## config.mk

```make
export PLATFORM = sky130hd
export DESIGN_NAME = vga_image_engine
export DESIGN_NICKNAME = d
export VERILOG_FILES = /design/src/rtl/vga_image_engine.sv
export SDC_FILE = /design/constraint.sdc
export NUM_CORES = 1
export LEC_CHECK = 0
export CAP_MARGIN = 25
export CORE_MARGIN = 2
export CORE_UTILIZATION = 30
export DETAILED_ROUTE_END_ITERATION = 6
export GPL_TIMING_DRIVEN = 0
export RECOVER_POWER = 100
export SLEW_MARGIN = 20
export SYNTH_ARGS = -nofsm -noshare
export SYNTH_HDL_FRONTEND = slang
export SYNTH_SLANG_ARGS = --single-unit
```

## constraint.sdc

```tcl
create_clock -name clk_50MHz -period 5.8 [get_ports clk_50MHz]
set_input_delay 1.16 -clock clk_50MHz [delete_from_list [all_inputs] [get_ports clk_50MHz]]
set_output_delay 1.16 -clock clk_50MHz [all_outputs]
set_load 0.02 [all_outputs]
```

## src/rtl/vga_image_engine.sv

```systemverilog
// vga_image_engine
//   VGA scan-out engine.
//   - A pixel-rate clock enable (pix_en) is derived from clk_50MHz by a divider.
//   - Column and row counters produce hsync/vsync and the active area.
//   - An image-window address generator drives a synchronous pixel ROM.
//   - An RGB/sync output pipeline is latency-matched to the ROM.
//
//   Image placement, scale and display mode are shadowed at the start of each
//   frame, so changing them mid-frame never tears the picture.
//
// Ports
//   clk_50MHz   in   system clock
//   rst_n       in   synchronous reset, active-low
//   mode        in   0 blank, 1 image, 2 colour bars, 3 solid BG_RGB
//   img_x/img_y in   window left column / top row
//   scale_log2  in   image magnification is 2^scale_log2
//   rom_addr    out  ROM read address (holds its value outside the window)
//   rom_dout    in   ROM pixel {r,g,b}, valid ROM_LAT pix_en after rom_addr
//   vga_red/green/blue, vga_hsync/vsync  out  board pins
//   frame_start out  one-clock pulse marking the pix_en of pixel (0,0)
//
// Pipeline: stage 1 (address + flags), ROM_LAT flag delay stages, then the
// output register. The pins therefore lag the counters by ROM_LAT+2 pix_en.
module vga_image_engine #(
  parameter int         H_ACTIVE = 640,
  parameter int         H_FP     = 16,
  parameter int         H_SYNC   = 96,
  parameter int         H_BP     = 48,
  parameter int         V_ACTIVE = 480,
  parameter int         V_FP     = 10,
  parameter int         V_SYNC   = 2,
  parameter int         V_BP     = 33,
  parameter logic       SYNC_POL = 1'b0,
  parameter int         CLK_DIV  = 2,
  parameter int         IMG_W    = 256,
  parameter int         IMG_H    = 256,
  parameter int         ADDR_W   = 16,
  parameter int         ROM_LAT  = 1,
  parameter logic [2:0] BG_RGB   = 3'b000
) (
  input  logic              clk_50MHz,
  input  logic              rst_n,
  input  logic [1:0]        mode,
  input  logic [9:0]        img_x,
  input  logic [9:0]        img_y,
  input  logic [1:0]        scale_log2,
  output logic [ADDR_W-1:0] rom_addr,
  input  logic [2:0]        rom_dout,
  output logic [2:0]        vga_red,
  output logic [2:0]        vga_green,
  output logic [1:0]        vga_blue,
  output logic              vga_hsync,
  output logic              vga_vsync,
  output logic              frame_start
);

  localparam int H_TOTAL = H_ACTIVE + H_FP + H_SYNC + H_BP;
  localparam int V_TOTAL = V_ACTIVE + V_FP + V_SYNC + V_BP;
  localparam int XW      = $clog2(IMG_W);
  localparam int DW      = (CLK_DIV > 1) ? $clog2(CLK_DIV) : 1;

  // Per-pixel attributes carried alongside the ROM access.
  typedef struct packed {
    logic       active;
    logic       in_win;
    logic       hs;
    logic       vs;
    logic [1:0] mode;
    logic [2:0] bar;
  } flags_t;

  logic [DW-1:0]     div_q, div_d;
  logic [10:0]       col_q, col_d, row_q, row_d;
  logic [9:0]        sh_x_q, sh_x_d, sh_y_q, sh_y_d;
  logic [1:0]        sh_s_q, sh_s_d, sh_mode_q, sh_mode_d;
  flags_t            st_q [0:ROM_LAT];
  flags_t            st_d [0:ROM_LAT];
  logic [ADDR_W-1:0] rom_addr_q, rom_addr_d;
  logic [2:0]        rgb_q, rgb_d;
  logic              hsync_q, hsync_d, vsync_q, vsync_d;
  logic              fs_q, fs_d;

  logic              pix_en, at_origin;
  logic [9:0]        cur_x, cur_y;
  logic [1:0]        cur_s, cur_mode;
  logic [11:0]       dx, dy;
  logic [10:0]       dxs, dys;
  logic              in_x, in_y;
  logic [31:0]       win_addr, bar_full;
  flags_t            f_new, f_out;
  logic [2:0]        colour;

  assign pix_en    = (div_q == DW'(CLK_DIV - 1));
  assign at_origin = (col_q == 11'd0) && (row_q == 11'd0);

  // Pixel (0,0) is the pixel at which the shadow registers reload, so it uses
  // the live inputs. Every other pixel uses the values held for this frame.
  assign cur_x    = at_origin ? img_x      : sh_x_q;
  assign cur_y    = at_origin ? img_y      : sh_y_q;
  assign cur_s    = at_origin ? scale_log2 : sh_s_q;
  assign cur_mode = at_origin ? mode       : sh_mode_q;

  // 12-bit subtraction: bit 11 is the borrow, set when the pixel is left of or
  // above the window.
  assign dx   = {1'b0, col_q} - {2'b00, cur_x};
  assign dy   = {1'b0, row_q} - {2'b00, cur_y};
  assign dxs  = dx[10:0] >> cur_s;
  assign dys  = dy[10:0] >> cur_s;
  assign in_x = !dx[11] && (32'(dxs) < IMG_W) && (32'(col_q) < H_ACTIVE);
  assign in_y = !dy[11] && (32'(dys) < IMG_H) && (32'(row_q) < V_ACTIVE);

  assign win_addr = (32'(dys) << XW) + 32'(dxs);
  assign bar_full = (32'(col_q) * 32'd8) / 32'(H_ACTIVE);

  always_comb begin
    f_new.active = (32'(col_q) < H_ACTIVE) && (32'(row_q) < V_ACTIVE);
    f_new.in_win = in_x && in_y;
    f_new.hs     = (32'(col_q) >= 32'(H_ACTIVE + H_FP)) &&
                   (32'(col_q) <  32'(H_ACTIVE + H_FP + H_SYNC));
    f_new.vs     = (32'(row_q) >= 32'(V_ACTIVE + V_FP)) &&
                   (32'(row_q) <  32'(V_ACTIVE + V_FP + V_SYNC));
    f_new.mode   = cur_mode;
    f_new.bar    = bar_full[2:0];
  end

  // Colour is chosen in the output stage, where rom_dout for this pixel is valid.
  assign f_out = st_q[ROM_LAT];

  always_comb begin
    colour = 3'b000;
    case (f_out.mode)
      2'd1:    colour = f_out.in_win ? rom_dout : BG_RGB;
      2'd2:    colour = f_out.bar;
      2'd3:    colour = BG_RGB;
      default: colour = 3'b000;
    endcase
    if (!f_out.active) colour = 3'b000;
  end

  always_comb begin
    div_d      = div_q;
    col_d      = col_q;
    row_d      = row_q;
    sh_x_d     = sh_x_q;
    sh_y_d     = sh_y_q;
    sh_s_d     = sh_s_q;
    sh_mode_d  = sh_mode_q;
    st_d       = st_q;
    rom_addr_d = rom_addr_q;
    rgb_d      = rgb_q;
    hsync_d    = hsync_q;
    vsync_d    = vsync_q;
    fs_d       = pix_en && at_origin;

    if (pix_en) begin
      div_d = '0;
    end else begin
      div_d = div_q + DW'(1);
    end

    if (pix_en) begin
      if (32'(col_q) == H_TOTAL - 1) begin
        col_d = 11'd0;
        if (32'(row_q) == V_TOTAL - 1) row_d = 11'd0;
        else                           row_d = row_q + 11'd1;
      end else begin
        col_d = col_q + 11'd1;
      end

      if (at_origin) begin
        sh_x_d    = img_x;
        sh_y_d    = img_y;
        sh_s_d    = scale_log2;
        sh_mode_d = mode;
      end

      if (f_new.in_win) rom_addr_d = win_addr[ADDR_W-1:0];

      st_d[0] = f_new;
      for (int i = 1; i <= ROM_LAT; i++) st_d[i] = st_q[i-1];

      rgb_d   = colour;
      hsync_d = f_out.hs ? SYNC_POL : ~SYNC_POL;
      vsync_d = f_out.vs ? SYNC_POL : ~SYNC_POL;
    end
  end

  always_ff @(posedge clk_50MHz) begin
    if (!rst_n) begin
      div_q      <= '0;
      col_q      <= '0;
      row_q      <= '0;
      sh_x_q     <= img_x;
      sh_y_q     <= img_y;
      sh_s_q     <= scale_log2;
      sh_mode_q  <= mode;
      for (int i = 0; i <= ROM_LAT; i++) st_q[i] <= '0;
      rom_addr_q <= '0;
      rgb_q      <= 3'b000;
      hsync_q    <= ~SYNC_POL;
      vsync_q    <= ~SYNC_POL;
      fs_q       <= 1'b0;
    end else begin
      div_q      <= div_d;
      col_q      <= col_d;
      row_q      <= row_d;
      sh_x_q     <= sh_x_d;
      sh_y_q     <= sh_y_d;
      sh_s_q     <= sh_s_d;
      sh_mode_q  <= sh_mode_d;
      for (int i = 0; i <= ROM_LAT; i++) st_q[i] <= st_d[i];
      rom_addr_q <= rom_addr_d;
      rgb_q      <= rgb_d;
      hsync_q    <= hsync_d;
      vsync_q    <= vsync_d;
      fs_q       <= fs_d;
    end
  end

  // A 1-bit colour is replicated across each pin group so "on" is full scale.
  assign vga_red     = {3{rgb_q[2]}};
  assign vga_green   = {3{rgb_q[1]}};
  assign vga_blue    = {2{rgb_q[0]}};
  assign vga_hsync   = hsync_q;
  assign vga_vsync   = vsync_q;
  assign rom_addr    = rom_addr_q;
  assign frame_start = fs_q;

endmodule
```

==> impl_metrics.csv, run 1 <==
group,metric,value,unit
setup_path,critPathLaunchType,"flop",
clocking,postCtsHoldBufs,0,
clocking,cts.sinks,87,
yosys,synth_edf_count,24,
setup_path,critical_path.most_common_cell,"ha_1",
setup_path,rrSetupSlack,390,ps
drt,wl_per_cell,15.4,um
pwr,p_per_area,237,nW/um^2
die,die_height,147,um
pwr,switching_share,0.314,
clocking,clock_latency,350,ps
pwr,p_sw,546,uW
pwr,p_seq_frac,0.382,
flow_run,cap_violations,0,
yosys,syn_area,6140,um^2
setup_path,critPathSlowestCell,"dfxtp_1",
yosys,synthArstFlopShare,0,
clocking,root_buffer,"clkbuf_16",
global_routing,grt_max_degree,17,
yosys,ys_types,73,
cells_and_area,most-common-layout-cells,"nor2_1 (107), a21oi_1 (64), dfxtp_1 (63)",
clocking,cts_setup_buffers,0,
setup_path,crit_fanout,10,
pwr,p_total,1740,uW
global_routing,grt_pass1_vias,5086,
setup_path,endpoint_kind,"flop",
setup_path,criticalPathCategory,"flop to flop",
worst_hold_path,hp-class,"flop to flop",
die,start_util,0.304,
timing,hold_viol_final,0,
cells_and_area,synthToLayoutAreaGrowth,19.2,%
timing,finalCritPeriodShare,0.933,
timing,maxSlewHeadroom,0.295,
global_routing,grt_usage,0.153,
cells_and_area,fin_cells,1076,
placement,post-place-ws,-181,ps
die,die_w,147,um
drt,ant_nets,0,
pwr,power_frac_comb,0.263,
global_routing,grt_antenna_before_repair,0,
timing,setup_viol,0,
timing,worstMarginPinSlew,1050,ps
setup_path,crit_path_cell_trace,"inv_1, ha_1, nor4b_2, nand4b_4, nor2_4, clkbuf_4, mux2i_1, ha_1, nor2b_1, o31a_1, o221a_2, a211o_1, mux2_2, nor2_1, ha_1, a21o_1, a21oi_1, a2111oi_2, o2111a_1, a211o_1, o21ai_1",
pwr,power_frac_clock,0.355,
placement,numPortBuffers,54,
timing,fin_crit,5410,ps
clocking,cts_made_buffers,9,
clocking,h-tree-depth,3,
global_routing,grt_overflow,0,
placement,routabilityCongestion,0.876,
global_routing,grt_pass1_wl,26400,um
clocking,cts_tree,"done",
cells_and_area,final_net_count,863,
placement,dp.cells,1060,
die,num_rows,52,
yosys,yosysTopAreaCell,"dfxtp_1",
setup_path,required,6080,ps
drt,routed_wirelength,16600,um
timing,finClkSkew,11.1,ps
pwr,peakVddDrop,150,uV
drt,num_vias,5527,
placement,place.detailed.hpwl,12600,um
pwr,cellLeakagePower,0.00302,uW
setup_path,cp-startpoint,"col_q[1]$_SDFFE_PN0P_",
pwr,p_int,1190,uW
yosys,ys_warn_count,0,
timing,drv_slew,0,
setup_path,r2r-start,"col_q[1]$_SDFFE_PN0P_",
clocking,cts_max_path_buffers,2,
cells_and_area,layout-drive-gt1-share,0.0608,
yosys,synth_cells,735,
yosys,synth_ff_type,"dfxtp_1",
yosys,synth_nets,797,
timing,timing.fmax,185,MHz
outcome,outcome,"complete, no violations",
cells_and_area,num_antenna_cells,0,
drt,via_per_inst,5.14,
setup_path,r2r_end,"rom_addr[15]$_SDFFE_PN0P_",
setup_path,worstSetupEndpoint,"rom_addr[15]$_SDFFE_PN0P_",
timing,fin_ws,388,ps
drt,first_pass_iters,5,
die,core_area,20200,um^2
yosys,ys_seq_elements,87,
cells_and_area,layout_commonest_cell,"nor2_1",
clocking,path_clk_slew,60,ps
setup_path,critical_path_arrival,5700,ps
yosys,syn_area_per_cell,8.35,um^2
drt,drc,0,
drt,drtIter0Drc,470,
setup_path,ff2ff_path_depth,21,
yosys,synth.top_cell.area_share,0.205,
die,dieArea,21600,um^2
die,ioPinCount,56,
yosys,synth.area.top_cells,"dfxtp_1 (21%), edfxtp_1 (12%), mux2i_1 (8.8%)",
setup_path,max_stage_delay,360,ps
yosys,ys_seq_area_frac,0.323,
## per-stage QoR
stage	hold WS, ps	TNS (ps)	cell area, um^2	utilization
2_1_floorplan	426	0	6140	-
3_3_place_gp	444	-193	7020	0.348
3_5_place_dp	445	-181	7030	0.349
4_1_cts	455	0	7360	0.365
5_1_grt	483	-0.858	7320	0.363
6_report	446	0	7320	0.363
## synth_stat cells, drive strengths merged (9+ instances only)
cell type	instances
nor4	9
nor3	9
buf	22
mux2i	54
a21o	10
ha	30
inv	26
nor2	109
o21ai	43
nand3	17
dfxtp	63
xor2	12
edfxtp	24
nand2b	9
a211o	9
a21oi	65
clkbuf	22
nand2	56
a211oi	12
xnor2	22
## logic make-up after synthesis
family,count (synthesis),share of synthesized area
and+or+nand+nor,261,0.207
xor gates and xnor gates,34,0.0497
muxes,62,0.103
AOI/OAI and AO/OA,186,0.193
adders and majority gates,35,0.0742
buffers and inverters,70,0.0505
DFF,87,0.323
## routing by layer
layer,wire length [um],global-route usage
met5,0,0
met1,8100,0.209
met3,690,0.0276
met4,188,0.0442
met2,7580,0.248
## state kept, by name, indices dropped and copies added (netlist names), 2 cells and up
register	count
row_q	11
st_q	9
rgb_q	3
sh_mode_q	2
col_q	11
sh_x_q	10
f_out	9
sh_s_q	2
rom_addr	16
sh_y_q	10
## worst min-delay path by stage
stage                             start                  endpoint  slack [ps]  cells past startpoint
5_1_grt        rom_addr[6]$_SDFFE_PN0P_  rom_addr[6]$_SDFFE_PN0P_         480                      2
6_report       rom_addr[3]$_SDFFE_PN0P_  rom_addr[3]$_SDFFE_PN0P_         450                      2
4_1_cts        rom_addr[3]$_SDFFE_PN0P_  rom_addr[3]$_SDFFE_PN0P_         450                      2
2_1_floorplan     st_q[15]$_SDFFE_PN0P_     st_q[15]$_SDFFE_PN0P_         430                      1
3_3_place_gp   rom_addr[3]$_SDFFE_PN0P_  rom_addr[3]$_SDFFE_PN0P_         440                      2
3_5_place_dp   rom_addr[3]$_SDFFE_PN0P_  rom_addr[3]$_SDFFE_PN0P_         450                      2
## cell type report
cell class / instances / area (um^2)
Buffer: 44 / 199
Clock buffer: 11 / 243
Clock inverter: 5 / 66.3
Fill cell: 2088 / 12800
Inverter: 26 / 97.6
Multi-Input combinational cell: 578 / 3850
Sequential cell: 87 / 1980
Tap cell: 270 / 338
Timing Repair Buffer: 55 / 544
## worst max-delay path: cells and delay by family (launching register included)
family / cells / cell delay [ps]
AOI/OAI and AO/OA: 9 / 1950
adders and majority gates: 3 / 790
buffers and inverters: 2 / 470
DFF: 1 / 360
muxes: 2 / 620
and+or+nand+nor: 5 / 1150
## power groups by stage
stage	Combinational, uW	Sequential [uW]	Clock [uW]
2_1_floorplan	328	674	0
3_3_place_gp	440	676	0
3_5_place_dp	447	677	0
4_1_cts	453	663	626
5_1_grt	505	666	653
6_report	456	663	616
## repair_timing
action	4_1_cts	5_1_grt
pin swaps	0	0
endpoints found under the hold margin	0	0
gates resized for setup	4	11
gates cloned	0	0
setup endpoints to repair	2	4
Power figures use the tool's default switching activity.
==> inputs of run 2 (changes only) <==
==> constraint.sdc (replaced) <==
create_clock -name clk_50MHz -period 5.8 [get_ports clk_50MHz]
set_input_delay 1.45 -clock clk_50MHz [delete_from_list [all_inputs] [get_ports clk_50MHz]]
set_output_delay 1.45 -clock clk_50MHz [all_outputs]
set_load 0.02 [all_outputs]
==> run 2 against run 1 <==
Compared with the run above:
- die area unchanged
- clock skew about the same
- sequential power about the same
- maximum frequency about the same
- critical path depth unchanged
- combinational power about the same
- global-route usage unchanged
- non-clock buffer count unchanged
- first-iteration DRC count up 1.5%
- via count down 0.14%
- sequential share of layout area unchanged
- final area unchanged
==> impl_metrics.csv, run 2 (synthesis results as in run 1) <==
group,metric,value,unit
clocking,cts.sinks,87,
drt,wl_per_cell,15.4,um
global_routing,grt_pass1_vias,5086,
timing,worstMarginPinSlew,1060,ps
placement,numPortBuffers,54,
cells_and_area,final_net_count,863,
drt,via_per_inst,5.13,
pwr,p_per_area,237,nW/um^2
die,core_area,20200,um^2
setup_path,cp_top_family,"compound AO/OA/AOI/OAI gates",
global_routing,grt_overflow,0,
timing,timing.fmax,185,MHz
setup_path,critPathSlowestCell,"dfxtp_1",
clocking,cts_tree,"done",
setup_path,critPathLaunchType,"flop",
timing,maxSlewHeadroom,0.288,
cells_and_area,layout_commonest_cell,"nor2_1",
clocking,path_clk_slew,60,ps
setup_path,critical_path_arrival,5700,ps
outcome,outcome,"complete, no violations",
pwr,p_int,1190,uW
cells_and_area,largest_register_ffs,16,
cells_and_area,layout-drive-gt1-share,0.0620,
global_routing,grt_antenna_before_repair,0,
pwr,peakVddDrop,150,uV
die,die_height,147,um
pwr,p_seq_frac,0.382,
cells_and_area,num_antenna_cells,0,
timing,finClkSkew,10.9,ps
pwr,cellLeakagePower,0.00302,uW
drt,num_vias,5519,
setup_path,endpoint_kind,"flop",
cells_and_area,fin_util,0.363,
timing,finalSetupTns,0,ps
drt,drtIter0Drc,477,
timing,fin_crit,5420,ps
cells_and_area,synthToLayoutAreaGrowth,19.2,%
clocking,cts_made_buffers,9,
setup_path,crit_fanout,10,
clocking,root_buffer,"clkbuf_16",
die,dieArea,21600,um^2
setup_path,crit_path_cell_trace,"inv_1, ha_1, nor4b_2, nand4b_4, nor2_4, clkbuf_4, mux2i_1, ha_1, nor2b_1, o31a_1, o221a_2, a211o_1, mux2_2, nor2_1, ha_1, a21o_1, a21oi_1, a2111oi_2, o2111a_1, a211o_1, o21ai_1",
clocking,clock_latency,350,ps
placement,routabilityCongestion,0.876,
placement,post-place-ws,-181,ps
setup_path,critPathBufInv,2,
timing,fin_ws,384,ps
die,die_w,147,um
setup_path,max_stage_delay,360,ps
clocking,h-tree-depth,3,
cells_and_area,most-common-layout-cells,"nor2_1 (107), a21oi_1 (64), dfxtp_1 (63)",
setup_path,criticalPathCategory,"flop to flop",
die,start_util,0.304,
pwr,switching_share,0.314,
global_routing,grt_usage,0.153,
pwr,power_frac_comb,0.263,
pwr,power_frac_clock,0.355,
clocking,cts_max_path_buffers,2,
setup_path,required,6080,ps
die,ioPinCount,56,
timing,hold_viol_final,0,
die,num_rows,52,
drt,drc,0,
pwr,p_sw,546,uW
timing,finalCritPeriodShare,0.934,
drt,routed_wirelength,16500,um
drt,ant_nets,0,
timing,holdWs,446,ps
timing,drv_slew,0,
flow_run,cap_violations,0,
clocking,postCtsHoldBufs,0,
drt,first_pass_iters,5,
timing,setup_viol,0,
placement,place.detailed.hpwl,12600,um
global_routing,grt_pass1_wl,26400,um
setup_path,critical_path.most_common_cell,"ha_1",
worst_hold_path,hp-class,"flop to flop",
pwr,p_total,1740,uW
global_routing,grt_max_degree,17,
==> run 2: cell count changes in the layout (fill, tap and decap cells not counted) <==
cell             delta
clkdlybuf4s50_1     -1
mux2_1              -1
o21ai_0             -1
mux2_2              +1
dlygate4sd3_1       +1
o21ai_1             +1
==> run 2: final timing paths <==
path / startpoint / endpoint / slack (ps) / depth (start not counted)
max reg2reg: col_q[1]$_SDFFE_PN0P_ / rom_addr[15]$_SDFFE_PN0P_ / 380 / 21
min reg2reg: rom_addr[3]$_SDFFE_PN0P_ / rom_addr[3]$_SDFFE_PN0P_ / 450 / 2
min: rom_addr[3]$_SDFFE_PN0P_ / rom_addr[3]$_SDFFE_PN0P_ / 450 / 2
max: col_q[1]$_SDFFE_PN0P_ / rom_addr[15]$_SDFFE_PN0P_ / 380 / 21
==> run 2: worst min-delay path, cell delays in order, from the launching register on <==
cell,delay (ps)
dfxtp_1,300
nand2_1,50
a21oi_1,50
==> run 2: repair_timing <==
item                                   CTS  global route
resized for setup                        4            11
setup endpoints to repair                2             4
buffers inserted                         0             0
pin swaps                                0             0
endpoints found under the hold margin    0             0
==> run 2: area by class of cell <==
type	count	area [um^2]
Multi-Input combinational cell	578	3850
Clock buffer	11	243
Tap cell	270	338
Clock inverter	5	66.3
Timing Repair Buffer	55	544
Sequential cell	87	1980
Buffer	44	199
Fill cell	2088	12800
Inverter	26	97.6
==> run 2: metal layers <==
metal | routed length, um | global-route usage
met5 | 0 | 0
met2 | 7570 | 0.248
met3 | 628 | 0.0276
met4 | 186 | 0.0442
met1 | 8170 | 0.209
==> run 2: stage by stage <==
step                      instance area (um^2)  std cells
after global routing                      7320       1076
after detailed placement                  7030       1060
after global placement                    7020       1059
after floorplan                           6140        735
final                                     7320       1076
after CTS                                 7360       1076
==> run 2: power by group through the flow <==
stage | Clock (uW) | Sequential [uW] | Combinational [uW]
final | 617 | 663 | 456
after global routing | 653 | 666 | 505
after CTS | 626 | 663 | 453
after detailed placement | 0 | 677 | 447
after global placement | 0 | 676 | 440
after floorplan | 0 | 674 | 328
==> inputs of run 3 (changes only) <==
CORE_MARGIN = not set   (was 2)
==> run 3 against run 2 <==
Compared with the run above:
- register-to-register slack is essentially flat
- global-route usage grew 0.84 points
- sequential share of layout area grew 0.051 points
- die area shrank 2.7%
- core utilization grew 0.64 points
- final area shrank 0.19%
- maximum frequency shrank 0.25%
- worst hold slack gained 5.0 ps
- largest power group unchanged
==> impl_metrics.csv, run 3 (synthesis results as in run 1) <==
group,metric,value,unit
timing,setup_viol,0,
die,core_area,19800,um^2
pwr,peakVddDrop,137,uV
clocking,cts_tree,"done",
placement,dp.cells,1055,
setup_path,required,6100,ps
clocking,cts_max_path_buffers,2,
timing,rsz0062_at_grt,"false",
setup_path,critPathLaunchType,"flop",
die,num_rows,51,
setup_path,endpoint_kind,"flop",
global_routing,grt_max_degree,18,
clocking,cts-resized-gates,4,
clocking,h-tree-depth,3,
setup_path,r2r-start,"col_q[8]$_SDFFE_PN0P_",
drt,ant_nets,0,
global_routing,grt_antenna_before_repair,0,
die,ioPinCount,56,
timing,finalSetupTns,0,ps
clocking,cts_setup_buffers,0,
timing,drv_slew,0,
placement,numPortBuffers,54,
clocking,root_buffer,"clkbuf_16",
cells_and_area,layout_commonest_cell,"nor2_1",
cells_and_area,num_antenna_cells,0,
timing,finalCritPeriodShare,0.936,
timing,timing.fmax,184,MHz
setup_path,critical_path_arrival,5720,ps
timing,fin_crit,5430,ps
die,start_util,0.310,
setup_path,crit_fanout,10,
worst_hold_path,hp-class,"flop to flop",
setup_path,criticalPathCategory,"flop to flop",
timing,finClkSkew,10.6,ps
global_routing,grt_pass1_wl,27300,um
drt,wl_per_cell,15.6,um
cells_and_area,layout-drive-gt1-share,0.0620,
die,dieArea,21000,um^2
timing,hold_viol_final,0,
global_routing,grt_usage,0.162,
worst_hold_path,hp-start,"rom_addr[3]$_SDFFE_PN0P_",
cells_and_area,most-common-layout-cells,"nor2_1 (107), a21oi_1 (64), dfxtp_1 (63)",
setup_path,cp-startpoint,"col_q[8]$_SDFFE_PN0P_",
drt,first_pass_iters,5,
placement,place.detailed.hpwl,12700,um
drt,drtIter0Drc,335,
placement,routabilityCongestion,0.924,
global_routing,grt_overflow,0,
cells_and_area,largest_register_ffs,16,
cells_and_area,fin_cells,1071,
clocking,clock_latency,360,ps
drt,drc,0,
cells_and_area,final_net_count,863,
clocking,cts_made_buffers,9,
cells_and_area,fillerInstances,2065,
cells_and_area,synthToLayoutAreaGrowth,19.0,%
global_routing,grt_pass1_vias,5353,
timing,maxSlewHeadroom,0.321,
outcome,outcome,"complete, no violations",
pwr,cellLeakagePower,0.00302,uW
die,die_w,145,um
clocking,path_clk_slew,70,ps
pwr,p_per_area,235,nW/um^2
die,die_height,145,um
clocking,postCtsHoldBufs,0,
setup_path,rrSetupSlack,370,ps
timing,worstMarginPinSlew,1010,ps
clocking,cts.sinks,87,
drt,via_per_inst,5.18,
drt,num_vias,5543,
flow_run,cap_violations,0,
drt,routed_wirelength,16700,um
[run 3: layer usage]
metal,vias to the layer above,GRT usage,wire [um]
met5,-,0,0
met4,0,0.0368,193
met3,19,0.0321,541
met2,101,0.264,7530
met1,2631,0.218,8420
li1,2792,-,-
[run 3: area by class of cell]
cell class	count	area, um^2	share of cell area
clock inverter	6	53.8	0.00736
tap	265	332	0.0454
multi-input combinational	578	3850	0.527
sequential	87	1980	0.271
buffer	44	199	0.0272
inverter	26	97.6	0.0134
clock buffer	10	250	0.0342
timing repair buffer	55	544	0.0745
[run 3: final timing paths]
| check | end | cells after the start |
|---|---|---|
| setup reg to reg | rom_addr[15]$_SDFFE_PN0P_ | 21 |
| hold / removal | rom_addr[3]$_SDFFE_PN0P_ | 2 |
| setup / recovery | rom_addr[15]$_SDFFE_PN0P_ | 21 |
| hold reg to reg | rom_addr[3]$_SDFFE_PN0P_ | 2 |
[run 3: critical path, cell delays in order (launching register included)]
cell and delay, ps:
dfxtp_1 310, buf_2 180, nor4_2 520, nand4b_4 190, nor2_4 240, buf_4 310, mux2i_1 320, inv_1 90
fa_1 430, nor2b_1 160, o31a_1 210, o22ai_1 160, a211o_1 290, mux2_2 310, nor2_1 210, ha_1 270
a21o_1 170, a21oi_1 320, a2111oi_2 110, o2111a_1 160, a211o_1 290, o21ai_1 110
[run 3: metrics by stage]
stage / setup slack [ps] / util / hold WS [ps] / instance area (um^2) / total power, uW
after floorplan: 816 / - / 426 / 6140 / 1000
after global placement: -185 / 0.354 / 441 / 7010 / 1110
after CTS: 10.6 / 0.371 / 459 / 7350 / 1730
final: 370 / 0.369 / 451 / 7310 / 1720
after global routing: 32.0 / 0.369 / 474 / 7310 / 1810
after detailed placement: -197 / 0.355 / 449 / 7030 / 1120
[run 3: report_power, final]
group | internal, uW | switching, uW
Clock | 326 | 279
Combinational | 185 | 267
Sequential | 654 | 9.66
Total | 1160 | 556
